--- src/rtl/fir_mac_sched_if.sv ---
// Stream, coefficient-load and shared-adder signals of fir_mac_sched.
// master = sample source / consumer / adder side, slave = the filter.
interface fir_mac_sched_if #(
    parameter int N    = 32,
    parameter int TAPS = 8
);
    localparam int AW = ($clog2(TAPS) < 1) ? 1 : $clog2(TAPS);

    logic          in_valid;
    logic          in_ready;
    logic [N-1:0]  in_data;
    logic          coef_we;
    logic [AW-1:0] coef_addr;
    logic [N-1:0]  coef_data;
    logic [N-1:0]  add_a;
    logic [N-1:0]  add_b;
    logic [N-1:0]  add_res;
    logic          out_valid;
    logic          out_ready;
    logic [N-1:0]  out_data;

    modport master (
        output in_valid, in_data, coef_we, coef_addr, coef_data, add_res, out_ready,
        input  in_ready, add_a, add_b, out_valid, out_data
    );

    modport slave (
        input  in_valid, in_data, coef_we, coef_addr, coef_data, add_res, out_ready,
        output in_ready, add_a, add_b, out_valid, out_data
    );
endinterface

--- src/rtl/fir_mac_sched.sv ---
// Sequential FIR: one multiply-accumulate per cycle through an external shared adder.
// Define FIR_SAT_EN to saturate the accumulator on signed overflow instead of wrapping.
module fir_mac_sched #(
    parameter int N    = 32,
    parameter int TAPS = 8
) (
    input  logic             clk,
    input  logic             rst,
    fir_mac_sched_if.slave   bus,
    output logic             busy
);
    localparam int AW = ($clog2(TAPS) < 1) ? 1 : $clog2(TAPS);
    localparam logic [AW-1:0] LAST_IDX = AW'(TAPS - 1);
    localparam logic [AW:0]   TAPS_W   = (AW + 1)'(TAPS);

    typedef enum logic [1:0] {IDLE, MAC, DONE} state_t;

    state_t                state_reg;
    state_t                state_next;
    logic signed [N-1:0]   x_reg    [TAPS];
    logic signed [N-1:0]   coef_reg [TAPS];
    logic [N-1:0]          acc_reg;
    logic [N-1:0]          acc_next;
    logic [AW-1:0]         idx_reg;
    logic signed [2*N-1:0] prod;
    logic                  accept;
    logic                  coef_hit;
    logic                  unused_prod_hi;

    // Full-width signed product; only the low N bits feed the adder.
    assign prod           = (2*N)'(coef_reg[idx_reg]) * (2*N)'(x_reg[idx_reg]);
    assign unused_prod_hi = ^prod[2*N-1:N];

    assign accept   = (state_reg == IDLE) && bus.in_valid;
    assign coef_hit = (state_reg == IDLE) && bus.coef_we && ({1'b0, bus.coef_addr} < TAPS_W);

`ifdef FIR_SAT_EN
    localparam logic [N-1:0] ACC_MAX = {1'b0, {(N-1){1'b1}}};
    localparam logic [N-1:0] ACC_MIN = {1'b1, {(N-1){1'b0}}};
    logic ovf;

    always_comb begin
        ovf      = (bus.add_a[N-1] == bus.add_b[N-1]) && (bus.add_res[N-1] != bus.add_a[N-1]);
        acc_next = bus.add_res;
        if (ovf) begin
            acc_next = bus.add_a[N-1] ? ACC_MIN : ACC_MAX;
        end
    end
`else
    always_comb begin
        acc_next = bus.add_res;
    end
`endif

    always_ff @(posedge clk) begin
        if (rst) begin
            state_reg <= IDLE;
        end else begin
            state_reg <= state_next;
        end
    end

    always_comb begin
        state_next = state_reg;
        case (state_reg)
            IDLE:    if (bus.in_valid)       state_next = MAC;
            MAC:     if (idx_reg == LAST_IDX) state_next = DONE;
            DONE:    if (bus.out_ready)      state_next = IDLE;
            default:                         state_next = IDLE;
        endcase
    end

    // Handshake outputs are gated by rst so nothing is offered during reset.
    always_comb begin
        bus.in_ready  = 1'b0;
        bus.out_valid = 1'b0;
        bus.out_data  = '0;
        busy          = 1'b0;
        bus.add_a     = acc_reg;
        bus.add_b     = '0;
        if (!rst) begin
            case (state_reg)
                IDLE: bus.in_ready = 1'b1;
                MAC: begin
                    busy      = 1'b1;
                    bus.add_b = prod[N-1:0];
                end
                DONE: begin
                    busy          = 1'b1;
                    bus.out_valid = 1'b1;
                    bus.out_data  = acc_reg;
                end
                default: ;
            endcase
        end
    end

    // A coefficient write and a sample accept in the same cycle both land
    // at this edge, so the first MAC cycle already sees the new coefficient.
    always_ff @(posedge clk) begin
        if (rst) begin
            acc_reg <= '0;
            idx_reg <= '0;
            for (int k = 0; k < TAPS; k++) begin
                x_reg[k]    <= '0;
                coef_reg[k] <= '0;
            end
        end else begin
            if (coef_hit) begin
                coef_reg[bus.coef_addr] <= bus.coef_data;
            end
            if (accept) begin
                x_reg[0] <= bus.in_data;
                for (int k = 1; k < TAPS; k++) begin
                    x_reg[k] <= x_reg[k-1];
                end
                acc_reg <= '0;
                idx_reg <= '0;
            end else if (state_reg == MAC) begin
                acc_reg <= acc_next;
                idx_reg <= idx_reg + AW'(1);
            end
        end
    end
endmodule

--- src/flat_wrapper.sv ---
// flat-port wrapper written by rule: the top's interface ports become plain ports
module fir_mac_sched_flat 
#(
    parameter int N    = 32,
    parameter int TAPS = 8
)
  (clk, rst, busy, bus_in_valid, bus_in_data, bus_coef_we, bus_coef_addr, bus_coef_data, bus_add_res, bus_out_ready, bus_in_ready, bus_add_a, bus_add_b, bus_out_valid, bus_out_data);
  fir_mac_sched_if #(.N(N), .TAPS(TAPS)) bus_i ();
  input  logic clk;
  input  logic rst;
  output logic busy;
  input wire logic [$bits(bus_i.in_valid)-1:0] bus_in_valid;
  input wire logic [$bits(bus_i.in_data)-1:0] bus_in_data;
  input wire logic [$bits(bus_i.coef_we)-1:0] bus_coef_we;
  input wire logic [$bits(bus_i.coef_addr)-1:0] bus_coef_addr;
  input wire logic [$bits(bus_i.coef_data)-1:0] bus_coef_data;
  input wire logic [$bits(bus_i.add_res)-1:0] bus_add_res;
  input wire logic [$bits(bus_i.out_ready)-1:0] bus_out_ready;
  output wire logic [$bits(bus_i.in_ready)-1:0] bus_in_ready;
  output wire logic [$bits(bus_i.add_a)-1:0] bus_add_a;
  output wire logic [$bits(bus_i.add_b)-1:0] bus_add_b;
  output wire logic [$bits(bus_i.out_valid)-1:0] bus_out_valid;
  output wire logic [$bits(bus_i.out_data)-1:0] bus_out_data;
  assign bus_i.in_valid = bus_in_valid;
  assign bus_i.in_data = bus_in_data;
  assign bus_i.coef_we = bus_coef_we;
  assign bus_i.coef_addr = bus_coef_addr;
  assign bus_i.coef_data = bus_coef_data;
  assign bus_i.add_res = bus_add_res;
  assign bus_i.out_ready = bus_out_ready;
  assign bus_in_ready = bus_i.in_ready;
  assign bus_add_a = bus_i.add_a;
  assign bus_add_b = bus_i.add_b;
  assign bus_out_valid = bus_i.out_valid;
  assign bus_out_data = bus_i.out_data;
  fir_mac_sched #(.N(N), .TAPS(TAPS)) u_core (.clk(clk), .rst(rst), .bus(bus_i), .busy(busy));
endmodule
--- config.mk ---
export PLATFORM = sky130hd
export DESIGN_NAME = fir_mac_sched_flat
export DESIGN_NICKNAME = d
export VERILOG_FILES = /design/src/rtl/fir_mac_sched_if.sv /design/src/rtl/fir_mac_sched.sv /design/src/flat_wrapper.sv
export SDC_FILE = /design/constraint.sdc
export NUM_CORES = 2
export LEC_CHECK = 0
export BUFFER_PORTS_ARGS = -buffer_cell sky130_fd_sc_hd__buf_2
export CORE_ASPECT_RATIO = 0.7
export CORE_UTILIZATION = 55
export DETAILED_ROUTE_END_ITERATION = 12
export PLACE_DENSITY = 0.73
export SYNTH_ARGS = -nofsm -noshare
export SYNTH_HDL_FRONTEND = slang
export SYNTH_SLANG_ARGS = --single-unit
--- constraint.sdc ---
create_clock -name clk -period 18.1 [get_ports clk]
set_clock_uncertainty 0.1 [all_clocks]
set_input_delay 1.81 -clock clk [delete_from_list [all_inputs] [get_ports clk]]
set_output_delay 1.81 -clock clk [all_outputs]
set_load 0.03 [all_outputs]
==> run metrics <==
share of Yosys cell area claimed by the top area cell type=0.380; Mean Syn Cell Area=12.0 um^2; Remaining Overflow, GRT=0; routed len/inst=22.6 um; highest clock rate=0.0787 GHz; count of unique library cells instantiated by Yosys=62; Via Count=25.9k; initial antenna violation count=4; Clock Latency Late Sink=0.62 ns; number of synthesis warnings=0; Clock H-tree levels=2; DRT Pass-1 Iters=5; slowest CP cell=buf_4; hold path depth=2; row count=82; global-route wire length before repair=159000 um; Worst Hold End=u_core.bus.add_a[13]; critical path class=reg2out; Die H=229 um; ANT nets after route=0; Final nets=4162; Crit path largest cell delay=0.79 ns; Tcrit/Tclk final=0.702; CTS Root Cell=clkbuf_16; Setup TNS Final=0 ns; CTS max path bufs=3; minimum clock period=12.71 ns; EDFF count, synth=512; R2R depth=7; share of cells above drive strength 1=0.171; global-route usage over all layers=0.280; Tightest Pin Transition=1.22 ns; Worst slew margin=0.185; Syn-to-layout area delta=9.20%; pin count of the biggest net entering global routing=109; most frequent cells in the layout=512 x edfxtp_1, 437 x inv_1, 435 x nor2_1, 408 x fa_1, 295 x and2_1; HPWL after detailed placement=67400 um; synth top area cells=edfxtp_1 38%, fa_1 20%, mux4_2 6.5%; Initial Util=0.561; Hold-fix buffers, CTS=0; MaxCap Viol Count=0; vias in the first global route=26.7k; Crit path top cell by count=fa_1; end of the worst register-to-register path=u_core.coef_reg[0][28]; I/O Buffers=202; routed wire length=102000 um; worst r2r src=u_core.state_reg[0]; most common cell after layout, fill and taps aside=edfxtp_1; post-cts sizing count=0; Critical Path RT=16.19 ns; mapped cell area=40500 um^2; dominant synthesized flop cell=edfxtp_1; RSZ-0062 raised after global routing=false; Num Clock Sinks=552; die width=326 um; Synth area leader=edfxtp_1; Hold/Removal Path Class=reg2reg; IO Count=203; CTS tree=done; Final Setup Violations=0; Async S/R FF share, synth=0; buffer count from post-CTS setup fixing=0; R2R setup slack=14.32 ns; Die ar.=74700 um^2; Cells after Synth=3365; element type at the critical path end=output pin; Worst-path clk slew=0.07 ns; final hold vios=0; Post-route DRC=0; Inserted Clock Buffers=53; crit path launch type=flip-flop; gp weighted congestion=0.919; critical path fanouts, max=44; HP Start=u_core.bus.add_a[13]; CP Data Arrival Time=10.80 ns; final max-slew violation count=0; #FFs+latches synth=552; via/cell ratio=5.76; status=completed; Starting DRT DRC Count=3018; register area share after synthesis=0.399; Std-Cell Core Area=72200 um^2; syn_nets=4033
==> routing by layer <==
metal	global-route usage	part of all wire	vias to the layer above
met4	0.0545	0.017	0
met3	0.0783	0.12	127
li1	-	-	11300
met1	0.421	0.44	13200
met5	0	0	-
met2	0.408	0.43	1335
==> final cells by class <==
class / instances / area (um^2)
multi-input combinational: 2177 / 21900
sequential: 552 / 16200
clock inverter: 42 / 389
tap: 966 / 1210
clock buffer: 58 / 1350
inverter: 437 / 1640
timing repair buffer: 273 / 1550
fill: 5716 / 28000
antenna: 3 / 7.51
==> worst max-delay path, delay by kind of cell (launching register included) <==
kind / cells / cell delay, ns
and+or+nand+nor: 3 / 0.27
AOI/OAI and AO/OA: 7 / 1.80
xor gates and xnor gates: 1 / 0.14
DFF: 1 / 0.71
muxes: 2 / 0.80
adders and majority gates: 9 / 4.29
buffers and inverters: 8 / 2.08
==> cell usage after synthesis, drive strengths merged (2+ instances only) <==
master     n
a2111oi    2
a211oi     4
a21o      13
a21oi     15
a221o      6
a221oi     4
a31oi      2
and2     295
and3     192
buf       47
clkbuf   152
dfxtp     40
edfxtp   512
fa       408
ha       156
inv      437
mux2      14
mux2i    102
mux4     118
nand2     53
nand2b    47
nand3      6
nand4      3
nor2     442
nor2b     80
nor3      15
nor3b      2
o211ai     4
o21a       8
o21ai     12
o22ai      3
o31ai      2
or2       76
or3        4
xnor2     57
xnor3      3
xor2      18
==> kinds of logic after synthesis <==
kind of cell / synth area share
compound gates: 0.0142
xor+xnor: 0.0183
flops: 0.399
simple gates: 0.158
fa+ha+maj: 0.250
mux: 0.0962
buf+inv: 0.0644
==> how the worst max path moves through the flow <==
stage,start,endpoint,depth (start not counted)
2_1_floorplan,flip-flop,bus_add_b[31],33
3_3_place_gp,flip-flop,bus_add_b[31],30
3_5_place_dp,flip-flop,bus_add_b[31],30
4_1_cts,flip-flop,bus_add_b[31],30
5_1_grt,flip-flop,bus_add_b[31],30
6_report,flip-flop,bus_add_b[31],30
==> stage by stage <==
stage,hold WS [ns],util,worst slack [ns],area (um^2),std cells
global route,0.448,0.612,4.76,44200,4508
global placement,0.395,0.588,6.28,42500,4405
detailed placement,0.401,0.588,6.08,42500,4405
CTS,0.418,0.612,5.33,44200,4505
finish,0.414,0.612,5.39,44200,4508
floorplan,0.387,-,7.45,40500,3365
Power is left out: the tool's default activity adds up to more than one toggle a clock period on the data nets, which glitch-free logic cannot reach.
